===== src/rtl/rv_pkg.sv =====
// rv_pkg: shared RV32I opcode constants, instruction formats and NOP word
package rv_pkg;
    localparam logic [6:0] OP_R      = 7'b0110011;
    localparam logic [6:0] OP_IMM    = 7'b0010011;
    localparam logic [6:0] OP_LOAD   = 7'b0000011;
    localparam logic [6:0] OP_JALR   = 7'b1100111;
    localparam logic [6:0] OP_STORE  = 7'b0100011;
    localparam logic [6:0] OP_BRANCH = 7'b1100011;
    localparam logic [6:0] OP_LUI    = 7'b0110111;
    localparam logic [6:0] OP_AUIPC  = 7'b0010111;
    localparam logic [6:0] OP_JAL    = 7'b1101111;
    localparam logic [31:0] NOP = 32'h00000013;

    typedef enum logic [2:0] {FMT_R, FMT_I, FMT_SH, FMT_S, FMT_B, FMT_U, FMT_J, FMT_BAD} fmt_t;

    // shift-immediates share OP_IMM but carry funct7 and a 5-bit shamt
    function automatic fmt_t op_fmt(input logic [6:0] op, input logic [2:0] f3);
        case (op)
            OP_R:             return FMT_R;
            OP_IMM:           return (f3 == 3'b001 || f3 == 3'b101) ? FMT_SH : FMT_I;
            OP_LOAD, OP_JALR: return FMT_I;
            OP_STORE:         return FMT_S;
            OP_BRANCH:        return FMT_B;
            OP_LUI, OP_AUIPC: return FMT_U;
            OP_JAL:           return FMT_J;
            default:          return FMT_BAD;
        endcase
    endfunction
endpackage


===== src/rtl/instr_pack.sv =====
// instr_pack: combinational field packer with immediate range/alignment check
module instr_pack
    import rv_pkg::*;
(
    input  logic [6:0]  opcode,
    input  logic [4:0]  rd,
    input  logic [4:0]  rs1,
    input  logic [4:0]  rs2,
    input  logic [2:0]  funct3,
    input  logic [6:0]  funct7,
    input  logic [31:0] imm,
    output logic [31:0] word,
    output logic        legal
);
    fmt_t fmt;
    assign fmt = op_fmt(opcode, funct3);

    // pack fields by format; an immediate fits when its upper bits are pure sign extension
    always_comb begin
        word  = 32'h0;
        legal = 1'b0;
        case (fmt)
            FMT_R: begin
                word  = {funct7, rs2, rs1, funct3, rd, opcode};
                legal = 1'b1;
            end
            FMT_I: begin
                word  = {imm[11:0], rs1, funct3, rd, opcode};
                legal = &imm[31:11] | ~|imm[31:11];
            end
            FMT_SH: begin
                word  = {funct7, imm[4:0], rs1, funct3, rd, opcode};
                legal = ~|imm[31:5];
            end
            FMT_S: begin
                word  = {imm[11:5], rs2, rs1, funct3, imm[4:0], opcode};
                legal = &imm[31:11] | ~|imm[31:11];
            end
            FMT_B: begin
                word  = {imm[12], imm[10:5], rs2, rs1, funct3, imm[4:1], imm[11], opcode};
                legal = (&imm[31:12] | ~|imm[31:12]) & ~imm[0];
            end
            FMT_U: begin
                word  = {imm[31:12], rd, opcode};
                legal = ~|imm[11:0];
            end
            FMT_J: begin
                word  = {imm[20], imm[10:1], imm[11], imm[19:12], rd, opcode};
                legal = (&imm[31:20] | ~|imm[31:20]) & ~imm[0];
            end
            default: ;
        endcase
    end
endmodule


===== src/rtl/instr_encoder.sv =====
// instr_encoder: streaming RV32I encoder with 2-entry output buffer and saturating counters
module instr_encoder
    import rv_pkg::*;
#(
    parameter int          CNT_W    = 16,
    parameter logic [31:0] NOP_WORD = NOP
) (
    input  logic             clk,
    input  logic             rst_n,
    input  logic             in_valid,
    output logic             in_ready,
    input  logic [6:0]       in_opcode,
    input  logic [4:0]       in_rd,
    input  logic [4:0]       in_rs1,
    input  logic [4:0]       in_rs2,
    input  logic [2:0]       in_funct3,
    input  logic [6:0]       in_funct7,
    input  logic [31:0]      in_imm,
    output logic             out_valid,
    input  logic             out_ready,
    output logic [31:0]      out_instr,
    output logic             out_err,
    output logic [CNT_W-1:0] acc_count,
    output logic [CNT_W-1:0] err_count
);
    logic [31:0] word;
    logic        legal;
    logic [32:0] mem [2];
    logic        wp, rp, rdy, push, pop;
    logic [1:0]  cnt, cnt_nxt;

    instr_pack u_pack (
        .opcode (in_opcode),
        .rd     (in_rd),
        .rs1    (in_rs1),
        .rs2    (in_rs2),
        .funct3 (in_funct3),
        .funct7 (in_funct7),
        .imm    (in_imm),
        .word   (word),
        .legal  (legal)
    );

    assign in_ready  = rdy;
    assign out_valid = cnt != 2'd0;
    assign out_err   = mem[rp][32];
    assign out_instr = mem[rp][31:0];
    assign push      = in_valid && rdy;
    assign pop       = out_valid && out_ready;
    assign cnt_nxt   = cnt + 2'(push) - 2'(pop);

    // buffer, pointers, registered ready and saturating counters
    always_ff @(posedge clk or negedge rst_n) begin
        if (!rst_n) begin
            mem       <= '{default: '0};
            wp        <= 1'b0;
            rp        <= 1'b0;
            cnt       <= 2'd0;
            rdy       <= 1'b0;
            acc_count <= '0;
            err_count <= '0;
        end else begin
            if (push) begin
                mem[wp] <= {~legal, legal ? word : NOP_WORD};
                wp      <= ~wp;
            end
            if (pop)
                rp <= ~rp;
            cnt <= cnt_nxt;
            rdy <= cnt_nxt < 2'd2;
            if (push && acc_count != '1)
                acc_count <= acc_count + CNT_W'(1);
            if (push && !legal && err_count != '1)
                err_count <= err_count + CNT_W'(1);
        end
    end
endmodule


===== config.mk =====
export PLATFORM = sky130hd
export DESIGN_NAME = instr_encoder
export DESIGN_NICKNAME = d
export VERILOG_FILES = /design/src/rtl/rv_pkg.sv /design/src/rtl/instr_pack.sv /design/src/rtl/instr_encoder.sv
export SDC_FILE = /design/constraint.sdc
export NUM_CORES = 1
export LEC_CHECK = 0
export CAP_MARGIN = 25
export CELL_PAD_IN_SITES_DETAIL_PLACEMENT = 1
export CELL_PAD_IN_SITES_GLOBAL_PLACEMENT = 2
export CORE_UTILIZATION = 40
export DETAILED_ROUTE_END_ITERATION = 6
export DONT_BUFFER_PORTS = 1
export PLACE_DENSITY_LB_ADDON = 0.2
export SKIP_CTS_REPAIR_TIMING = 1
export SLEW_MARGIN = 15
export SYNTH_ARGS = -nofsm -noshare
export SYNTH_HDL_FRONTEND = slang
export SYNTH_SLANG_ARGS = --single-unit

===== constraint.sdc =====
create_clock -name clk -period 2.6 [get_ports clk]
set_input_delay 0.13 -clock clk [delete_from_list [all_inputs] [get_ports clk]]
set_output_delay 0.13 -clock clk [all_outputs]
set_load 0.005 [all_outputs]

==> results_tabular.tex <==
\begin{tabular}{lr}
\hline
Metric & Value \\
\hline
\multicolumn{2}{l}{\textbf{Outcome}} \\
Status & finished with violations \\
Failing checks & negative hold slack \\
\multicolumn{2}{l}{\textbf{Global routing}} \\
Maximum number of pins on one net before global-route repair & 104 \\
Met1 track demand over resource in global routing & 0.280 \\
Number of global-route vias before repair & between 4,000 and 5,000 \\
Grt met3 use & 0.0695 \\
Layer carrying the most global-route usage & met2 \\
Global routing met2 resource utilization & 0.352 \\
Global-route total usage across every layer & 0.216 \\
Total grt overflow & 0 \\
First-pass GRT wire length & 23,600 um \\
Initial antenna violation count & 0 \\
\multicolumn{2}{l}{\textbf{STA}} \\
Portion of the clock cycle consumed by the worst path in the final layout & 0.894 \\
Worst clock skew & around 0.0088 ns \\
Final Hold Violating Endpoints & 4 \\
WHS & -0.0225 ns \\
Max-Slew Margin vs Limit & 0.450 \\
Final setup violation count & 0 \\
Setup TNS & 0 ns \\
RSZ-0062 raised after global routing & no \\
Fmax & between 0.4 and 0.5 GHz \\
Count of pins over their slew limit & 0 \\
Min Tclk post-route & 2.32 ns \\
Slew at the pin with the worst max-slew slack & 0.819 ns \\
\multicolumn{2}{l}{\textbf{Synth}} \\
Cell count after synthesis & around 520 \\
Synth area leaders & sky130\_fd\_sc\_hd\_\_dfrtp\_1 47\%, sky130\_fd\_sc\_hd\_\_mux2\_2 7.8\%, sky130\_fd\_sc\_hd\_\_nand2\_1 4.9\% \\
Post-Synthesis Net Count & between 500 and 600 \\
Synth top area share & 0.473 \\
Area of the mapped netlist & about 5500 um\^{}2 \\
Mean area per synthesized cell & 10.4 um\^{}2 \\
Ranking of synthesized cells by instance count & 103 x sky130\_fd\_sc\_hd\_\_dfrtp\_1, 71 x sky130\_fd\_sc\_hd\_\_nand2\_1, 38 x sky130\_fd\_sc\_hd\_\_mux2\_2, 28 x sky130\_fd\_sc\_hd\_\_xnor2\_1, 20 x sky130\_fd\_sc\_hd\_\_o31ai\_1 \\
Most common cell in the synthesized netlist & sky130\_fd\_sc\_hd\_\_dfrtp\_1 \\
Unique masters post-synth & 54 \\
Synth area leader & sky130\_fd\_sc\_hd\_\_dfrtp\_1 \\
Most instantiated flip-flop cell in the synthesis netlist & sky130\_fd\_sc\_hd\_\_dfrtp\_1 \\
Number of warnings reported in the yosys synthesis log & 0 \\
Flip-flop and latch count after synthesis & between 100 and 150 \\
Share of async-settable or async-resettable flops after synthesis & 1.00 \\
EDFF count, synth & 0 \\
Sequential cell area fraction in the yosys report & 0.473 \\
\multicolumn{2}{l}{\textbf{Critical path}} \\
Maximum cell stage delay along the critical path & between 0.4 and 0.5 ns \\
Critical path cell sequence & and3\_1, nand3\_1, or3b\_2, nor3\_1, nor2\_1, nand2\_1, mux2\_1 \\
Required time at the endpoint of the critical path & between 2 and 3 ns \\
Bufs and invs on worst path & 0 \\
Arrival time worst endpoint & 2.55 ns \\
Class of the most critical setup path & reg -> reg \\
CP endpoint kind & flip-flop \\
Library cell contributing the largest single delay on the critical path & sky130\_fd\_sc\_hd\_\_or3b\_2 \\
Crit start category & flip-flop \\
Family with the most delay on the worst path & simple AND/OR/NAND/NOR gates \\
Maximum fanout along the worst path & 5 \\
\multicolumn{2}{l}{\textbf{Layout}} \\
Number of antenna cells inserted & 0 \\
Proportion of layout cells with a drive suffix above 1 & 0.175 \\
Final std cells w/o fill & 701 \\
Net count of the finished layout & 592 \\
Area added between synthesis and finish & 9.61\% \\
Filler cell count & $\sim$1,500 \\
Final instance area & 5980 um\^{}2 \\
\multicolumn{2}{l}{\textbf{Routing}} \\
Detailed-router iteration count before antenna repair & 4 \\
Post-route antenna net violation count & 0 \\
DR WL/cell & 20.9 um \\
DRC marker count from the first detailed-route iteration & 227 \\
Vias per std cell & slightly below 6 \\
DRC & 0 \\
Wire length reported by the detailed router & 14,700 um \\
DR vias & approximately 4,000 \\
\multicolumn{2}{l}{\textbf{Placement}} \\
Area post-placement & approximately 5600 um\^{}2 \\
Buffers added on ports & 0 \\
Placer's final routability congestion estimate & approximately 0.83 \\
Placed insts & a little under 700 \\
DP HPWL & between 10,000 and 15,000 um \\
\multicolumn{2}{l}{\textbf{Clock network}} \\
Cell at the root of the clock tree & sky130\_fd\_sc\_hd\_\_clkbuf\_16 \\
CTS tree & built \\
Max clock buf depth & 2 \\
Source-to-sink clock delay at the later pin of the worst-skew pair & 0.34 ns \\
Clock sink total & approximately 100 \\
Max H-tree Level & 3 \\
Number of CTS-inserted buffers & 9 \\
Clock input transition at the sequential cells of the worst setup and hold paths & around 0.07 ns \\
\multicolumn{2}{l}{\textbf{Die}} \\
Initial core utilization & 0.410 \\
Die X & approximately 120 um \\
Floorplan die height & approximately 120 um \\
Die area & around 14,000 um\^{}2 \\
Count of boundary I/O pins & between 100 and 150 \\
Placeable core region & between 10,000 and 15,000 um\^{}2 \\
Std cell rows & 42 \\
\multicolumn{2}{l}{\textbf{Flow run}} \\
Max-cap viol count & 0 \\
\multicolumn{2}{l}{\textbf{Power and ir drop}} \\
Largest vdd supply drop & about 0.30 mV \\
Power density over cell area & around 700 nW/um\^{}2 \\
Leakage & about 2.4 nW \\
\multicolumn{2}{l}{\textbf{Worst hold path}} \\
HP Class & in -> reg \\
\hline
\end{tabular}
layer usage:
metal,vias up,part of all wire
met1,2050,0.45
li1,1909,-
met4,0,0.0076
met2,123,0.48
met5,-,0
met3,6,0.065
through the flow:
| step | util | setup slack, ns | power, mW |
|---|---|---|---|
| 2_1_floorplan | - | 0.511 | 2.52 |
| 3_3_place_gp | 0.423 | 0.381 | 2.72 |
| 3_5_place_dp | 0.423 | 0.315 | 2.76 |
| 4_1_cts | 0.445 | 0.275 | 4.12 |
| 5_1_grt | 0.450 | 0.116 | 4.32 |
| 6_report | 0.450 | 0.275 | 4.09 |
report_power, final:
group | internal [mW] | switching (mW)
clock network | 0.750 | 0.596
logic | 0.323 | 0.490
registers | 1.75 | 0.188
cell families after synthesis:
group	after synthesis	share of synthesized area
and+or+nand+nor	189	0.177
AOI/OAI and AO/OA	115	0.170
DFF	103	0.473
muxes	41	0.0844
buffers and inverters	37	0.0335
xor gates and xnor gates	33	0.0530
adders and majority gates	4	0.00918
state kept, by name, summed over array words and instances, names as in the netlist:
signal	count
acc_count	16
cnt	2
err_count	16
in_ready	1
mem	66
rp	1
wp	1
final cells by class:
class,count,area [um^2],area share
inverter,8,30.0,0.00502
tap,176,220,0.0368
timing repair buffer,16,160,0.0268
multi-input combinational,382,2700,0.451
clock buffer,11,233,0.0389
sequential,103,2580,0.431
clock inverter,5,57.6,0.00963
worst paths after layout:
path / from / endpoint / slack (ns) / cells past startpoint
worst max register to register: err_count[3]$_DFFE_PN0P_ / err_count[1]$_DFFE_PN0P_ / 0.28 / 7
worst min register to register: mem[33]$_DFFE_PN0P_ / mem[33]$_DFFE_PN0P_ / 0.48 / 1
worst max-delay path: err_count[3]$_DFFE_PN0P_ / err_count[1]$_DFFE_PN0P_ / 0.28 / 7
max in group asynchronous: rst_n / mem[61]$_DFFE_PN0P_ / 1.82 / 2
worst min-delay path: in_opcode[6] / mem[39]$_DFFE_PN0P_ / -0.02 / 2
min in group asynchronous: rst_n / err_count[6]$_DFFE_PN0P_ / 0.37 / 2
cells in the final DEF (no fill, tap or decap), drive strengths merged, types with 3 or more instances in the layout:
master and n:
o211ai 3, clkinv 3, dfrtp 103, buf 13, a21o 3, nor3 9, a21oi 8, nor4 6
o21ai 21, nand3 18, xor2 5, inv 9, clkbuf 11, nor2 16, or3b 3, dlygate4sd3 3
and3 11, ha 4, mux2 40, or4 3, or2 6, nand4 17, a222oi 7, a221o 4
nor2b 7, o21a 3, nand2b 12, o31ai 34, a22o 8, xnor2 28, a22oi 17, nand2 72
worst reg2reg max path: stages, from the launching register on:
cell and delay, ns:
sky130_fd_sc_hd__dfrtp_1 0.44, sky130_fd_sc_hd__and3_1 0.26, sky130_fd_sc_hd__nand3_1 0.11, sky130_fd_sc_hd__or3b_2 0.47, sky130_fd_sc_hd__nor3_1 0.36, sky130_fd_sc_hd__nor2_1 0.13, sky130_fd_sc_hd__nand2_1 0.12, sky130_fd_sc_hd__mux2_1 0.32
Power figures use the tool's default switching activity.
